File: src/rtl/crane_pkg.sv
// crane_pkg: shared action codes and controller state encoding for the crane controller.
// Contents: ACT_* action codes driven on the action output, state_e FSM states.
// FAULT is present only when CRANE_HOOK_TIMEOUT_EN is defined; its action code is ACT_NOP.
package crane_pkg;
   localparam logic [2:0] ACT_DN  = 3'd0;
   localparam logic [2:0] ACT_A1  = 3'd1;
   localparam logic [2:0] ACT_UP  = 3'd2;
   localparam logic [2:0] ACT_A2  = 3'd3;
   localparam logic [2:0] ACT_R1  = 3'd4;
   localparam logic [2:0] ACT_R2  = 3'd5;
   localparam logic [2:0] ACT_NOP = 3'd6;
   localparam logic [2:0] ACT_ROT = 3'd7;
   typedef enum logic [3:0] {
      S_IDLE, S_ROT_PICK, S_LOWER_PICK, S_HOOK, S_RAISE,
      S_ROT_DROP, S_LOWER_DROP, S_UNHOOK, S_RAISE_HOME, S_ROT_HOME
`ifdef CRANE_HOOK_TIMEOUT_EN
      , S_FAULT
`endif
   } state_e;
endpackage

File: src/rtl/crane_ctrl_gen2_if.sv
// crane_ctrl_gen2_if: operator command channel of the crane controller.
// Signals: cmd_valid/cmd_ready handshake, pick_angle/drop_angle targets, abort request.
// master = operator side, slave = controller side.
interface crane_ctrl_gen2_if #(parameter int ANG_W = 2);
   logic             cmd_valid;
   logic             cmd_ready;
   logic [ANG_W-1:0] pick_angle;
   logic [ANG_W-1:0] drop_angle;
   logic             abort;
   modport master (output cmd_valid, pick_angle, drop_angle, abort, input cmd_ready);
   modport slave  (input cmd_valid, pick_angle, drop_angle, abort, output cmd_ready);
endinterface

File: src/rtl/crane_rotator.sv
// crane_rotator: shortest-path one-position-per-TURN_TIME rotation toward a target angle.
// Ports: clk, reset (async active-low), en (a rotate state is active), clr (drop progress),
//        target, angle (current), angle_nxt (angle after this cycle), arrive (angle == target).
module crane_rotator #(
   parameter int ANG_W     = 2,
   parameter int TURN_TIME = 3
) (
   input  logic             clk,
   input  logic             reset,
   input  logic             en,
   input  logic             clr,
   input  logic [ANG_W-1:0] target,
   input  logic [ANG_W-1:0] angle,
   output logic [ANG_W-1:0] angle_nxt,
   output logic             arrive
);
   localparam int CW = TURN_TIME > 1 ? $clog2(TURN_TIME) : 1;
   localparam logic [CW-1:0] CMAX = CW'(TURN_TIME - 1);
   localparam logic [ANG_W-1:0] HALF = ANG_W'(1) << (ANG_W - 1);
   logic [CW-1:0]    cnt;
   logic [ANG_W-1:0] diff;
   logic             step;
   assign diff      = target - angle;
   assign arrive    = en && diff == '0;
   assign step      = en && !clr && diff != '0 && cnt == CMAX;
   // diff == HALF is a tie between directions and resolves to +1
   assign angle_nxt = !step ? angle : diff <= HALF ? angle + ANG_W'(1) : angle - ANG_W'(1);
   always_ff @(posedge clk or negedge reset)
      if (!reset) cnt <= '0;
      else cnt <= (!en || clr || diff == '0 || cnt == CMAX) ? '0 : cnt + CW'(1);
endmodule

File: src/rtl/crane_ctrl_gen2.sv
// crane_ctrl_gen2: crane pick/drop sequencer with shortest-path rotation and abort.
// Ports: clk, reset (async active-low), cmd (crane_ctrl_gen2_if.slave: valid/ready, angles, abort),
//        hooked/unhooked sensors, angle/height position, action code, busy, done pulse,
//        sticky aborted, fault (only with CRANE_HOOK_TIMEOUT_EN: HOOK/UNHOOK timeout -> FAULT).
module crane_ctrl_gen2
   import crane_pkg::*;
#(
   parameter int ANG_W        = 2,
   parameter int H_W          = 3,
   parameter int DOWN_TO      = 0,
   parameter int UP_TO        = 4,
   parameter int START_HEIGHT = 6,
   parameter int TURN_TIME    = 3,
   parameter int HOOK_TMO     = 8
) (
   input  logic             clk,
   input  logic             reset,
   crane_ctrl_gen2_if.slave cmd,
   input  logic             hooked,
   input  logic             unhooked,
   output logic [ANG_W-1:0] angle,
   output logic [H_W-1:0]   height,
   output logic [2:0]       action,
   output logic             busy,
   output logic             done,
   output logic             aborted
`ifdef CRANE_HOOK_TIMEOUT_EN
   ,
   output logic             fault
`endif
);
   localparam logic [H_W-1:0] HD = H_W'(DOWN_TO);
   localparam logic [H_W-1:0] HU = H_W'(UP_TO);
   localparam logic [H_W-1:0] HS = H_W'(START_HEIGHT);
   if (TURN_TIME < 1 || HOOK_TMO < 1 || DOWN_TO >= UP_TO || DOWN_TO >= START_HEIGHT) begin : g_param_chk
      $error("crane_ctrl_gen2: invalid parameters");
   end
   state_e           state, nxt;
   logic [ANG_W-1:0] pick, drop, rot_tgt, ang_nxt;
   logic [H_W-1:0]   v_tgt, h_mv;
   logic             acc, rot_en, arrive, reached, v_en, ab_hit, homed;
   assign acc           = cmd.cmd_valid && cmd.cmd_ready;
   assign cmd.cmd_ready = state == S_IDLE;
   assign busy          = state != S_IDLE;
   assign rot_en        = state inside {S_ROT_PICK, S_ROT_DROP, S_ROT_HOME};
   assign rot_tgt       = state == S_ROT_PICK ? pick : state == S_ROT_DROP ? drop : '0;
   assign v_tgt         = state == S_RAISE ? HU : state == S_RAISE_HOME ? HS : HD;
   assign h_mv          = height < v_tgt ? height + H_W'(1) : height > v_tgt ? height - H_W'(1) : height;
   assign reached       = h_mv == v_tgt;
   crane_rotator #(.ANG_W(ANG_W), .TURN_TIME(TURN_TIME)) u_rot (
      .clk(clk), .reset(reset), .en(rot_en), .clr(ab_hit),
      .target(rot_tgt), .angle(angle), .angle_nxt(ang_nxt), .arrive(arrive)
   );
`ifdef CRANE_HOOK_TIMEOUT_EN
   localparam int TW = $clog2(HOOK_TMO + 1);
   logic [TW-1:0] tmo;
   logic          tmo_hit;
   assign tmo_hit = tmo == TW'(HOOK_TMO - 1);
   assign fault   = state == S_FAULT;
   always_ff @(posedge clk or negedge reset)
      if (!reset) tmo <= '0;
      else tmo <= (state == S_HOOK || state == S_UNHOOK) ? tmo + TW'(1) : '0;
`endif
   always_comb begin
      nxt    = state;
      action = ACT_NOP;
      v_en   = 1'b0;
      ab_hit = 1'b0;
      case (state)
         S_IDLE: begin
            action = homed ? ACT_R2 : ACT_NOP;
            nxt    = acc ? S_ROT_PICK : S_IDLE;
         end
         S_ROT_PICK: begin
            action = ACT_ROT;
            ab_hit = cmd.abort;
            nxt    = cmd.abort ? S_RAISE_HOME : arrive ? S_LOWER_PICK : state;
         end
         S_LOWER_PICK: begin
            action = ACT_DN;
            ab_hit = cmd.abort;
            v_en   = !cmd.abort;
            nxt    = cmd.abort ? S_RAISE_HOME : reached ? S_HOOK : state;
         end
         S_HOOK: begin
            action = ACT_A1;
            ab_hit = cmd.abort && !hooked;
            nxt    = hooked ? S_RAISE : cmd.abort ? S_RAISE_HOME : state;
`ifdef CRANE_HOOK_TIMEOUT_EN
            if (!hooked && !cmd.abort && tmo_hit) nxt = S_FAULT;
`endif
         end
         S_RAISE: begin
            action = ACT_UP;
            v_en   = 1'b1;
            nxt    = reached ? S_ROT_DROP : state;
         end
         S_ROT_DROP: begin
            action = ACT_ROT;
            nxt    = arrive ? S_LOWER_DROP : state;
         end
         S_LOWER_DROP: begin
            action = ACT_DN;
            v_en   = 1'b1;
            nxt    = reached ? S_UNHOOK : state;
         end
         S_UNHOOK: begin
            action = ACT_A2;
            nxt    = unhooked ? S_RAISE_HOME : state;
`ifdef CRANE_HOOK_TIMEOUT_EN
            if (!unhooked && tmo_hit) nxt = S_FAULT;
`endif
         end
         S_RAISE_HOME: begin
            action = ACT_R1;
            v_en   = 1'b1;
            nxt    = reached ? S_ROT_HOME : state;
         end
         S_ROT_HOME: begin
            action = ACT_ROT;
            nxt    = arrive ? S_IDLE : state;
         end
`ifdef CRANE_HOOK_TIMEOUT_EN
         S_FAULT: nxt = S_FAULT;
`endif
         default: nxt = S_IDLE;
      endcase
   end
   always_ff @(posedge clk or negedge reset)
      if (!reset) begin
         state   <= S_IDLE;
         angle   <= '0;
         height  <= HS;
         pick    <= '0;
         drop    <= '0;
         homed   <= 1'b0;
         done    <= 1'b0;
         aborted <= 1'b0;
      end else begin
         state   <= nxt;
         angle   <= ang_nxt;
         if (v_en) height <= h_mv;
         done    <= state == S_ROT_HOME && arrive;
         homed   <= acc ? 1'b0 : (state == S_ROT_HOME && arrive) ? 1'b1 : homed;
         aborted <= acc ? 1'b0 : ab_hit ? 1'b1 : aborted;
         if (acc) begin
            pick <= cmd.pick_angle;
            drop <= cmd.drop_angle;
         end
      end
endmodule

File: src/flat_wrapper.sv
// flat-port wrapper written by rule: the top's interface ports become plain ports
module crane_ctrl_gen2_flat import crane_pkg::*;
#(
   parameter int ANG_W        = 2,
   parameter int H_W          = 3,
   parameter int DOWN_TO      = 0,
   parameter int UP_TO        = 4,
   parameter int START_HEIGHT = 6,
   parameter int TURN_TIME    = 3,
   parameter int HOOK_TMO     = 8
)
  (clk, reset, hooked, unhooked, angle, height, action, busy, done, aborted, cmd_cmd_valid, cmd_pick_angle, cmd_drop_angle, cmd_abort, cmd_cmd_ready);
  crane_ctrl_gen2_if #(.ANG_W(ANG_W)) cmd_i ();
  input  logic clk;
  input  logic reset;
  input  logic hooked;
  input  logic unhooked;
  output logic [ANG_W-1:0] angle;
  output logic [H_W-1:0] height;
  output logic [2:0] action;
  output logic busy;
  output logic done;
  output logic aborted;
  input wire logic [$bits(cmd_i.cmd_valid)-1:0] cmd_cmd_valid;
  input wire logic [$bits(cmd_i.pick_angle)-1:0] cmd_pick_angle;
  input wire logic [$bits(cmd_i.drop_angle)-1:0] cmd_drop_angle;
  input wire logic [$bits(cmd_i.abort)-1:0] cmd_abort;
  output wire logic [$bits(cmd_i.cmd_ready)-1:0] cmd_cmd_ready;
  assign cmd_i.cmd_valid = cmd_cmd_valid;
  assign cmd_i.pick_angle = cmd_pick_angle;
  assign cmd_i.drop_angle = cmd_drop_angle;
  assign cmd_i.abort = cmd_abort;
  assign cmd_cmd_ready = cmd_i.cmd_ready;
  crane_ctrl_gen2 #(.ANG_W(ANG_W), .H_W(H_W), .DOWN_TO(DOWN_TO), .UP_TO(UP_TO), .START_HEIGHT(START_HEIGHT), .TURN_TIME(TURN_TIME), .HOOK_TMO(HOOK_TMO)) u_core (.clk(clk), .reset(reset), .cmd(cmd_i), .hooked(hooked), .unhooked(unhooked), .angle(angle), .height(height), .action(action), .busy(busy), .done(done), .aborted(aborted));
endmodule
File: config.mk
export PLATFORM = sky130hd
export DESIGN_NAME = crane_ctrl_gen2_flat
export DESIGN_NICKNAME = d
export VERILOG_FILES = /design/src/rtl/crane_pkg.sv /design/src/rtl/crane_ctrl_gen2_if.sv /design/src/rtl/crane_rotator.sv /design/src/rtl/crane_ctrl_gen2.sv /design/src/flat_wrapper.sv
export SDC_FILE = /design/constraint.sdc
export NUM_CORES = 1
export LEC_CHECK = 0
export BUFFER_PORTS_ARGS = -buffer_cell sky130_fd_sc_hd__buf_2
export CAP_MARGIN = 0
export CORE_MARGIN = 2
export CORE_UTILIZATION = 30
export DETAILED_ROUTE_END_ITERATION = 10
export PLACE_DENSITY = 0.49
export SYNTH_ARGS = -nofsm -noshare
export SYNTH_HDL_FRONTEND = slang
export SYNTH_SLANG_ARGS = --single-unit
File: constraint.sdc
create_clock -name clk -period 6.85 [get_ports clk]
set_clock_uncertainty 0.15 [all_clocks]
set_input_delay 1.0275 -clock clk [delete_from_list [all_inputs] [get_ports clk]]
set_output_delay 1.0275 -clock clk [all_outputs]
set_load 0.01 [all_outputs]
# After elaboration in Yosys (flattened, before gate mapping)
# Index checks and enable logic that the tools add are counted.
dict set report classes {
  addsub 6
  n_lt_le_gt_ge 3
  eq_ne 20
  muxes 30
  n_reduce_logical 26
}
# cell count
set op_table {}
lappend op_table {{4-bit 2-to-1 mux} 12}
lappend op_table {{4-bit case mux with 10 select lines} 1}
lappend op_table {{3-bit case mux with 7 select lines} 1}
lappend op_table {{4-bit by 3-bit == test with 1-bit output (second input constant)} 4}
lappend op_table {{3-bit 2-to-1 mux} 4}
lappend op_table {{2-bit 2-to-1 mux} 5}
lappend op_table {{2-bit by 1-bit inequality test with 1-bit output (second input constant)} 5}
lappend op_table {{9-bit AND reduction} 1}
lappend op_table {{4-bit by 2-bit == test with 1-bit output (second input constant)} 2}
lappend op_table {{4-bit == test (second input constant)} 2}
lappend op_table {{1-bit logical AND} 7}
lappend op_table {{3-bit by 2-bit inequality test with 1-bit output (second input constant)} 2}
lappend op_table {{2-bit nonzero test} 3}
lappend op_table {{3-bit OR reduction} 2}
lappend op_table {{1-bit 2-to-1 mux} 5}
lappend op_table {{2-bit by 1-bit adder with 2-bit output (second input constant)} 2}
lappend op_table {{4-bit by 1-bit == test with 1-bit output (second input constant)} 1}
lappend op_table {{1-bit zero test} 4}
lappend op_table {{4-bit zero test} 1}
lappend op_table {{1-bit case mux with 2 select lines} 2}
lappend op_table {{4-bit nonzero test} 1}
lappend op_table {{2-bit OR reduction} 2}
lappend op_table {{3-bit by 1-bit adder with 3-bit output (second input constant)} 1}
lappend op_table {{3-bit == test} 1}
lappend op_table {{other kinds (12)} 14}
dict set report totals {
  regBits 18
  inputBits 10
  output_inout_bits 12
  elab_cells 94
}

# Logic depth before layout (Yosys ltp)
# Gate-level depths: netlist of run 1.
dict set report depth {
  ltp_word 10
  depth_mapped 11
  ltp_nobuf 9
}

# Cells and area by module
# A second synthesis of run 1 with hierarchy kept.
dict set report unflattened {
  cells_unflattened 134
  area_unflattened_um2 1292.5
}
# module n_inst cells_per_inst area_each_um2 seq_area_each_um2
set modules_own_cells {}
lappend modules_own_cells {crane_ctrl_gen2 1 115 1092.3 402.9}
lappend modules_own_cells {crane_rotator 1 19 200.2 50.0}

# Worst setup path before layout of run 1
# Ideal clock, no wire load.
dict set report synth_path {
  path_kind {register to register}
  start {reg u_core.state[2]}
  end {reg u_core.state[2]}
  setup_ns 0.125
  t_arrival_ns 2.786
  t_required_ns 6.575
  setup_slack_ns 3.789
  stages_incl_launch_ff 11
  n_path_buf 1
  synth_period_minus_slack_ns 3.061
  path_cell_list {dfrtp_1 -> buf_4 -> xnor2_1 -> nand2b_1 -> ha_1 -> nor2b_1 -> o211a_1 -> or4_4 -> a2111oi_4 -> o21ai_2 -> mux2_4}
}
dict set report synth_via {
  elab_chain_cells 9
  word_cells_on_any_way 34
  cone_classes {add/sub: 1; order compare: 2; eq/ne: 19; mux: 7; reduce/logical: 5}
}
# item line
set synth_lines {}
lappend synth_lines {{start: declaration} crane_ctrl_gen2.sv:38} ;# state_e state, nxt;
lappend synth_lines {{start signal: assignment} crane_ctrl_gen2.sv:140} ;# state <= nxt;
lappend synth_lines {{4-bit == test} {crane_ctrl_gen2.sv:47, crane_ctrl_gen2.sv:69}}
lappend synth_lines {{3-bit 2-to-1 mux (2 in series)} crane_ctrl_gen2.sv:47} ;# assign v_tgt = state == S_RAISE ? HU : state == S_RAISE_HOME ? HS : HD;
lappend synth_lines {{3-bit > comparator} crane_ctrl_gen2.sv:48} ;# assign h_mv = height < v_tgt ? height + H_W'(1) : height > v_tgt ? height - H_W'(1) : height;
lappend synth_lines {{3-bit 2-to-1 mux (2 in series)} crane_ctrl_gen2.sv:48}
lappend synth_lines {{3-bit == test} crane_ctrl_gen2.sv:49} ;# assign reached = h_mv == v_tgt;
lappend synth_lines {{3-bit by 2-bit inequality test with 1-bit output (no source line) or 2-bit by 1-bit inequality test with 1-bit output (tied branches)} n/a}
lappend synth_lines {{9-bit AND reduction (no source line)} n/a}
# Parallel ways exist; a longest one is shown, timed or not.
# A chain may end at the register's enable or synchronous reset.

# Worst setup path in the final report of run 1
dict set report layout_path {
  start {reg u_core.state[3]}
  end {reg u_core.state[2]}
}
# The elaborated chain is that of the path after synthesis.

==> results of run 1 <==
[power by group]
group | switching [mW] | internal, mW | total, mW | leakage [nW]
registers | 0.0540 | 0.150 | 0.204 | 0.229
logic | 0.284 | 0.223 | 0.507 | 0.414
clock network | 0.0370 | 0.0511 | 0.0881 | 0.0288
total | 0.375 | 0.425 | 0.800 | 0.671
[routing by layer]
metal,vias to the layer above,GRT usage (%)
met1,506,17.59
met2,33,18.59
met5,-,0
li1,541,-
met3,2,3.198
met4,0,3.922
[synthesized netlist by cell type (all sizes together) (3+ instances only)]
master   n
mux2     7
clkbuf   4
a21oi    7
nor3     6
nand3    3
inv     10
and3     3
nor2    11
xnor2    4
mux2i    4
nand2   14
nand2b   5
dfrtp   16
ha       6
o21ai    7
[registers in the layout, indices dropped and copies added, names as in the netlist]
| signal | count |
|---|---|
| u_core.pick | 2 |
| u_core.done | 1 |
| u_core.u_rot.cnt | 2 |
| u_core.aborted | 1 |
| u_core.angle | 2 |
| u_core.drop | 2 |
| u_core.state | 4 |
| u_core.height | 3 |
| u_core.homed | 1 |
[worst paths after layout]
| kind | cells past startpoint | to | slack, ns | start |
|---|---|---|---|---|
| hold reg to reg | 1 | u_core.u_rot.cnt[0]$_DFF_PN0_ | 0.27 | u_core.u_rot.cnt[0]$_DFF_PN0_ |
| max in group asynchronous | 1 | u_core.height[1]$_DFFE_PN1P_ | 5.65 | reset |
| setup reg to reg | 9 | u_core.state[2]$_DFFE_PN0P_ | 3.40 | u_core.state[3]$_DFFE_PN0P_ |
| min in group asynchronous | 1 | u_core.state[2]$_DFFE_PN0P_ | 0.55 | reset |
| setup / recovery | 9 | u_core.state[2]$_DFFE_PN0P_ | 3.40 | u_core.state[3]$_DFFE_PN0P_ |
| hold / removal | 1 | u_core.u_rot.cnt[0]$_DFF_PN0_ | 0.27 | u_core.u_rot.cnt[0]$_DFF_PN0_ |
[layout make-up]
class                   instances  area (um2)  area share [%]
clock buffers                   4       55.05           3.726
inverters                      10       37.54           2.540
multi-input cells             108       764.5           51.74
flip-flops and latches         18       452.9           30.65
well taps                      50       62.56           4.234
repair buffers                 21       105.1           7.113
[cells by family (layout without fill, tap and decap cells)]
| family | after synthesis | count (layout) | synth area share, % |
|---|---|---|---|
| adders and majority gates | 6 | 6 | 5.876 |
| DFF | 18 | 18 | 35.46 |
| AOI/OAI and AO/OA | 32 | 32 | 18.71 |
| xor gates and xnor gates | 6 | 6 | 4.114 |
| buffers and inverters | 15 | 35 | 4.701 |
| muxes | 11 | 11 | 9.598 |
| and+or+nand+nor | 53 | 53 | 21.55 |
[worst reg2reg max path: stages (launching register included)]
cell       delay (ns)
dfrtp_1          0.55
inv_1            0.21
nor3_1           0.45
ha_1             0.27
nor2b_1          0.09
o211a_1          0.25
or4_4            0.53
a2111oi_4        0.40
o21ai_2          0.14
mux2_4           0.32
[through the flow]
step	hold slack [ns]	worst slack, ns	instance area [um2]
2_1_floorplan	0.2525	3.789	1277
3_3_place_gp	0.2660	3.472	1423
3_5_place_dp	0.2634	3.430	1423
4_1_cts	0.2743	3.452	1478
5_1_grt	0.3133	3.245	1478
6_report	0.2739	3.401	1478
==> flow_summary.yaml, run 1 <==
cts:
  cts.sinks: 18
  cts_root_buf: "clkbuf_8"
  cts_resized: 0
  clk_latency_ns: 0.26
  cts_tree: "built"
  clk_pin_slew_ns: 0.08
  postCtsHoldBufs: 0
  clock_path_buffers: 2
  postCtsSetupRepairBufs: 0
  htreeDepth: 1
  cts_made_buffers: 3
timing:
  slew_viol_final: 0
  rsz0062_at_grt: "no"
  min_period_ns: 3.449
  fmax_mhz: 290.0
  timing.setup.tns_ns: 0
  maxSlewHeadroom_pct: 58.44
  fin_crit_sh_pct: 50.34
  final-setup-viol-count: 0
  hold_violations: 0
  worst_pin_slew_ns: 0.6206
yosys:
  ys_ff_latch: 18
  ys.flop_type: "dfrtp_1"
  yosys.area.top_type: "dfrtp_1"
  synthCells: 141
  syn_nets: 157
  synth.top_cell.area_share_pct: 31.34
  synth_area_per_cell_um2: 9.060
  yosys.cell_types.count: 43
  netlist_area_um2: 1277
  synth_enable_flop_cells: 0
  synth_top_cells_by_area: "dfrtp_1 31%, ha_1 5.9%, mux2_2 5.3%"
  yosysWarnings: 0
  ys_seq_area_share_pct: 35.46
  async_flop_share_pct: 100.0
pwr:
  power.total_mw: 0.8000
  leakagePower_nw: 0.6711
  pwr_density_cell_nw_per_um2: 541.4
  ir_worst_vdd_mv: 0.1866
worst_setup_path:
  path_class: "flop to flop"
  cpPeakStageDelay_ns: 0.55
  end_kind: "flop"
  path_buf_inv: 1
  slowest_stage: "dfrtp_1"
  cp_max_fo: 12
  arrival_ns: 3.45
  crit_path_start_kind: "flop"
  cp_top_family: "simple AND/OR/NAND/NOR gates"
  critPathRequiredTime_ns: 6.85
  crit_chain: "inv_1, nor3_1, ha_1, nor2b_1, o211a_1, or4_4, a2111oi_4, o21ai_2, mux2_4"
finish:
  fill_cells: 418
  nets: 178
  area_delta_synth_final_pct: 15.67
  antenna_cells: 0
  stdcell_count: 211
  mostFrequentLayoutCell: "buf_2"
  drive_gt1_share_pct: 24.22
  layout_common_cells: "21 x buf_2, 16 x dfrtp_1, 14 x nand2_1"
  final_util_pct: 36.42
global_route:
  grt_antenna_before_repair: 0
  grt_usage_pct: 12.45
  grt_overflow: 0
  grt_pass1_vias: 1022
  grt_max_degree: 19
  grt_pass1_wl_mm: 4.836
floorplan:
  num_rows: 23
  io_pins: 22
  die_w_um: 69.26
  core_um2: 4058
  start_util_pct: 31.48
  die-area_um2: 4796
  die_y_um: 69.26
routing:
  avgViaCountPerCell: 5.128
  highest_layer: "met4"
  first_pass_iters: 4
  wl_met1_mm: 1.453
  vias: 1082
  met2_wirelength_mm: 1.314
  dr.first_iter.drc_count: 86
  remaining_drc_errors: 0
  wl_per_cell_um: 13.99
  wl_met3_um: 158
  wl_mm: 2.951
  ant_nets: 0
run:
  drv_cap: 0
outcome:
  status: "complete, no violations"
placement:
  placedCellCount: 207
  dpl.hpwl_mm: 2.300
  io_buffers: 21
  place.gp.congestion: 0.9135
worst_hold_path:
  min_path_type: "flop to flop"
Note: power is estimated with default switching activity, not from simulation.
==> run 2, diff against run 1 <==
PLACE_DENSITY = 0.51   (was 0.49)
clock period = 2.8 ns   (was 6.85 ns; I/O delays follow)
==> run 2 against run 1 <==
The run now ends with negative setup slack left. Die area is the same. Final cell count grew 10%. Design area grew 16%. Core utilization rose by 5.7 points. Power rose to 2.9 times the previous value. Setup slack worse by 3.5 ns. Highest routed layer unchanged.
==> flow_summary.yaml, run 2 (same netlist as run 1, synthesis figures left out) <==
finish:
  top_regs: "u_core.state: 4 flops, u_core.height: 3 flops"
  largest_reg_flops: 4
  layout_common_cells: "21 x buf_2, 21 x buf_4, 16 x dfrtp_1"
  fill_cells: 419
  drive_gt1_share_pct: 37.91
  nets: 200
  area_delta_synth_final_pct: 33.89
  final_util_pct: 42.15
  final_area_um2: 1710
  top_register: "u_core.state"
  antenna_cells: 0
cts:
  cts.sinks: 18
  cts_tree: "built"
  clock_path_buffers: 2
  cts_root_buf: "clkbuf_8"
  htreeDepth: 1
  clk_pin_slew_ns: 0.07
  clk_latency_ns: 0.25
  cts_made_buffers: 3
pwr:
  pwr_density_cell_nw_per_um2: 1363
  ir_worst_vdd_mv: 0.3693
  leakagePower_nw: 0.7949
  power.total_mw: 2.331
routing:
  first_pass_iters: 4
  remaining_drc_errors: 0
  vias: 1200
  wl_per_cell_um: 13.79
  avgViaCountPerCell: 5.172
  wl_mm: 3.200
  ant_nets: 0
  dr.first_iter.drc_count: 32
floorplan:
  die_w_um: 69.26
  die_y_um: 69.26
  die-area_um2: 4796
  num_rows: 23
  io_pins: 22
  core_um2: 4058
  start_util_pct: 31.48
placement:
  post_dp_cell_area_um2: 1600
  place.gp.congestion: 0.8412
  pre_cts_ws_ns: -0.1289
  dpl.hpwl_mm: 2.390
  io_buffers: 21
global_route:
  grt_antenna_before_repair: 0
  grt_max_degree: 19
  grt_usage_pct: 13.80
  grt_pass1_wl_mm: 5.382
  grt_overflow: 0
  grt_pass1_vias: 1222
timing:
  fin_crit_sh_pct: 102.4
  rsz0062_at_grt: "yes"
  fmax_mhz: 348.6
  final-setup-viol-count: 3
  min_period_ns: 2.868
  hold_violations: 0
  holdWs_ns: 0.1975
  maxSlewHeadroom_pct: 56.08
  slew_viol_final: 0
  setup_slack_ns: -0.06844
  worst_pin_slew_ns: 0.6559
outcome:
  status: "complete, but fails checks"
  failed_checks: "negative setup slack"
worst_setup_path:
  cp_max_fo: 4
  rrSetupSlack_ns: -0.07
  r2r_start: "u_core.state[3]$_DFFE_PN0P_"
  path_class: "flop to flop"
  crit_path_start_kind: "flop"
  arrival_ns: 2.86
  critPathRequiredTime_ns: 2.79
  reg2reg_to: "u_core.state[2]$_DFFE_PN0P_"
  end_kind: "flop"
  reg2reg_depth: 9
worst_hold_path:
  min_path_type: "input pin to flop"
  hold_path_end: "u_core.aborted$_DFFE_PN0P_"
  holdPathStages: 2
  hp-start: "cmd_cmd_valid"
run:
  drv_cap: 0
run 2: cell type report:
cell class | instances | area, um2 | area share [%]
multi-input cells | 108 | 843.3 | 49.31
flip-flops and latches | 18 | 452.9 | 26.48
repair buffers | 43 | 272.8 | 15.95
well taps | 50 | 62.56 | 3.658
clock buffers | 3 | 41.29 | 2.414
inverters | 10 | 37.54 | 2.195
run 2: worst max-delay path by stage:
stage	slack (ns)	cells after the start	end	startpoint
6_report	-0.07	9	u_core.state[2]$_DFFE_PN0P_	u_core.state[3]$_DFFE_PN0P_
5_1_grt	-0.16	9	u_core.state[2]$_DFFE_PN0P_	u_core.state[0]$_DFFE_PN0P_
4_1_cts	-0.1	9	u_core.state[2]$_DFFE_PN0P_	u_core.state[3]$_DFFE_PN0P_
3_5_place_dp	-0.13	9	u_core.state[2]$_DFFE_PN0P_	u_core.state[0]$_DFFE_PN0P_
3_3_place_gp	-0.08	9	u_core.state[2]$_DFFE_PN0P_	u_core.state[0]$_DFFE_PN0P_
2_1_floorplan	-0.11	10	u_core.state[2]$_DFFE_PN0P_	u_core.state[2]$_DFFE_PN0P_
run 2: metrics by stage:
step                       TNS, ns  std cells
after CTS                  -0.2138        230
after global placement    -0.08308        225
after detailed placement   -0.1289        225
final                      -0.1335        232
after global routing       -0.4378        232
after floorplan            -0.1057        141
run 2: report_power, final:
group	total, mW	switching (mW)	leakage, nW	internal, mW
Clock	0.183	0.0873	0.0216	0.0958
Sequential	0.442	0.0736	0.229	0.368
Combinational	1.71	0.842	0.545	0.864
Total	2.33	1.00	0.795	1.33
run 2: metal layers:
metal / track usage, % / wire length [um] / up-vias / share of wire [%]
met5: 0 / 0 / - / 0
met4: 4.793 / 39 / 0 / 1.2
met3: 2.616 / 118 / 5 / 3.7
met2: 25.32 / 1739 / 24 / 54
met1: 15.88 / 1302 / 581 / 41
li1: - / - / 590 / -
run 2: repair_timing:
action                     CTS  global route
setup buffers                1             2
resized for setup            3             3
hold buffers                 1             0
setup endpoints to repair    1             4
pin swaps                    3             2
hold endpoints to repair    16             0
run 2: worst max-delay path, stage by stage, from the launching register on:
cell	delay, ns
dfrtp_1	0.42
xnor2_2	0.15
nand2b_4	0.15
ha_4	0.23
nor2b_4	0.12
o211a_1	0.25
or4_4	0.51
a2111oi_4	0.35
o21ai_2	0.11
mux2_4	0.32
==> run 3, diff against run 2 <==
GPL_TIMING_DRIVEN = 0   (was not set)
==> run 3 against run 2 <==
The run still ends with negative setup slack left. Maximum frequency fell by 1.7%. Critical path depth grew 1. Wire length is 0.19% higher. Design area is 1.1% higher. Register-to-register slack worse by 0.05 ns. Clock power grew 19%. Hold slack better by 0.0069 ns. Sequential share of layout area shrank 0.22 points. Die area is the same. Via count down 2.9%. Combinational power is essentially flat. Power up 3.0%. Critical endpoint unchanged. Largest power group unchanged.
==> flow_summary.yaml, run 3 (same netlist as run 1, synthesis figures left out) <==
placement:
  place.gp.congestion: 0.8250
  dpl.hpwl_mm: 2.248
  post_dp_cell_area_um2: 1493
  io_buffers: 21
finish:
  mostFrequentLayoutCell: "buf_2"
  drive_gt1_share_pct: 37.99
  area_delta_synth_final_pct: 35.36
  top_register: "u_core.state"
  top_regs: "u_core.state: 4 flops, u_core.height: 3 flops"
  fill_cells: 403
  layout_common_cells: "21 x buf_2, 15 x dfrtp_1, 14 x nand2_1"
  final_area_um2: 1729
  nets: 196
  antenna_cells: 0
  largest_reg_flops: 4
cts:
  cts.sinks: 18
  cts_root_buf: "clkbuf_8"
  cts_tree: "built"
  clk_pin_slew_ns: 0.07
  clock_path_buffers: 2
  cts_made_buffers: 3
  clk_latency_ns: 0.25
  htreeDepth: 1
routing:
  met2_wirelength_mm: 1.671
  first_pass_iters: 4
  vias: 1165
  wl_mm: 3.206
  highest_layer: "met4"
  avgViaCountPerCell: 5.087
  ant_nets: 0
  wl_met3_um: 95
  dr.first_iter.drc_count: 28
  wl_met1_mm: 1.402
  remaining_drc_errors: 0
  wl_per_cell_um: 14.00
worst_setup_path:
  r2r_start: "u_core.state[2]$_DFFE_PN0P_"
  end_kind: "flop"
  path_buf_inv: 1
  cp_top_family: "simple AND/OR/NAND/NOR gates"
  crit_chain: "buf_6, xnor2_4, nand2b_4, ha_4, nor2b_4, o211a_1, or4_4, a2111oi_4, o21ai_2, mux2_4"
  cp_max_fo: 4
  arrival_ns: 2.91
  critPathRequiredTime_ns: 2.79
  cpPeakStageDelay_ns: 0.50
  crit_path_start_kind: "flop"
  slowest_stage: "or4_4"
  startpoint: "u_core.state[2]$_DFFE_PN0P_"
  path_class: "flop to flop"
worst_hold_path:
  hp-start: "cmd_cmd_valid"
  min_path_type: "input pin to flop"
global_route:
  grt_max_degree: 19
  grt_pass1_wl_mm: 5.375
  grt_pass1_vias: 1195
  grt_antenna_before_repair: 0
  grt_overflow: 0
  grt_usage_pct: 13.56
pwr:
  ir_worst_vdd_mv: 0.4396
  power_frac_comb_pct: 72.3
  leakagePower_nw: 0.7842
  p_clk_share_pct: 9.1
  p_sw_share_pct: 43.14
  power_frac_seq_pct: 18.7
  intPower_mw: 1.365
  pwr_density_cell_nw_per_um2: 1389
  power_switching_mw: 1.036
floorplan:
  io_pins: 22
  die-area_um2: 4796
  die_y_um: 69.26
  start_util_pct: 31.48
  num_rows: 23
  die_w_um: 69.26
  core_um2: 4058
timing:
  final-setup-viol-count: 3
  rsz0062_at_grt: "yes"
  timing.setup.tns_ns: -0.2993
  worst_pin_slew_ns: 0.6273
  hold_violations: 0
  maxSlewHeadroom_pct: 57.99
  setup_slack_ns: -0.1172
  fin_crit_sh_pct: 104.2
  min_period_ns: 2.917
  slew_viol_final: 0
  fmax_mhz: 342.8
outcome:
  failed_checks: "negative setup slack"
  status: "complete, but fails checks"
run:
  drv_cap: 0
==> run 3: path summary, 6_finish.rpt <==
path	slack (ns)	depth (start not counted)	endpoint
worst min-delay path	0.20	2	u_core.aborted$_DFFE_PN0P_
min in group asynchronous	0.48	2	u_core.pick[0]$_DFFE_PN0P_
worst max register to register	-0.12	10	u_core.state[2]$_DFFE_PN0P_
worst min register to register	0.28	1	u_core.u_rot.cnt[0]$_DFF_PN0_
worst max-delay path	-0.12	10	u_core.state[2]$_DFFE_PN0P_
max in group asynchronous	1.69	2	u_core.height[2]$_DFFE_PN1P_
==> run 3: per-layer routing <==
metal / GRT usage (%) / vias up
li1: - / 583
met1: 16.35 / 555
met2: 24.57 / 22
met3: 1.890 / 5
met4: 4.575 / 0
met5: 0 / -
==> run 3: per-stage QoR <==
stage | hold slack, ns | total power [mW] | utilization [%] | std cells | setup WS [ns]
after floorplan | -0.02559 | 1.528 | - | 141 | -0.1057
after global placement | 0.2256 | 1.823 | 36.79 | 212 | -0.3524
after detailed placement | 0.2354 | 1.853 | 36.79 | 212 | -0.3627
after CTS | 0.1964 | 2.351 | 41.94 | 227 | -0.1546
after global routing | 0.1946 | 2.588 | 42.61 | 229 | -0.2153
final | 0.2045 | 2.401 | 42.61 | 229 | -0.1172
==> run 3: worst register-to-register path: cells and delay by family (launching register included) <==
family	cells	cell delay [ns]
AND/OR/NAND/NOR	3	0.78
AO/OA/AOI/OAI	3	0.70
adder cells (fa/ha/maj)	1	0.24
flip-flops	1	0.37
multiplexers	1	0.32
buffers and inverters	1	0.13
XOR/XNOR	1	0.12
==> run 3: layout make-up <==
class | instances | area, um2 | share of cell area, %
Inverter | 10 | 37.54 | 2.171
Timing Repair Buffer | 34 | 205.2 | 11.87
Multi-Input combinational cell | 108 | 867.1 | 50.14
Tap cell | 50 | 62.56 | 3.618
Buffer | 5 | 47.55 | 2.750
Clock buffer | 4 | 55.05 | 3.184
Sequential cell | 18 | 454.2 | 26.27
==> run 3: timing repair <==
item,4_1_cts,5_1_grt
endpoints found under the setup margin,4,5
endpoints found under the hold margin,16,0
buffers inserted,10,2
gates resized for setup,15,2
pin swaps,9,1
hold buffers,1,0
==> run 3: power by group through the flow <==
stage               sequential (mW)  clock (mW)  combinational (mW)
CTS                           0.448       0.223                1.68
global route                  0.465       0.235                1.89
finish                        0.448       0.217                1.74
floorplan                     0.448           0                1.08
detailed placement            0.445           0                1.41
global placement              0.441           0                1.38
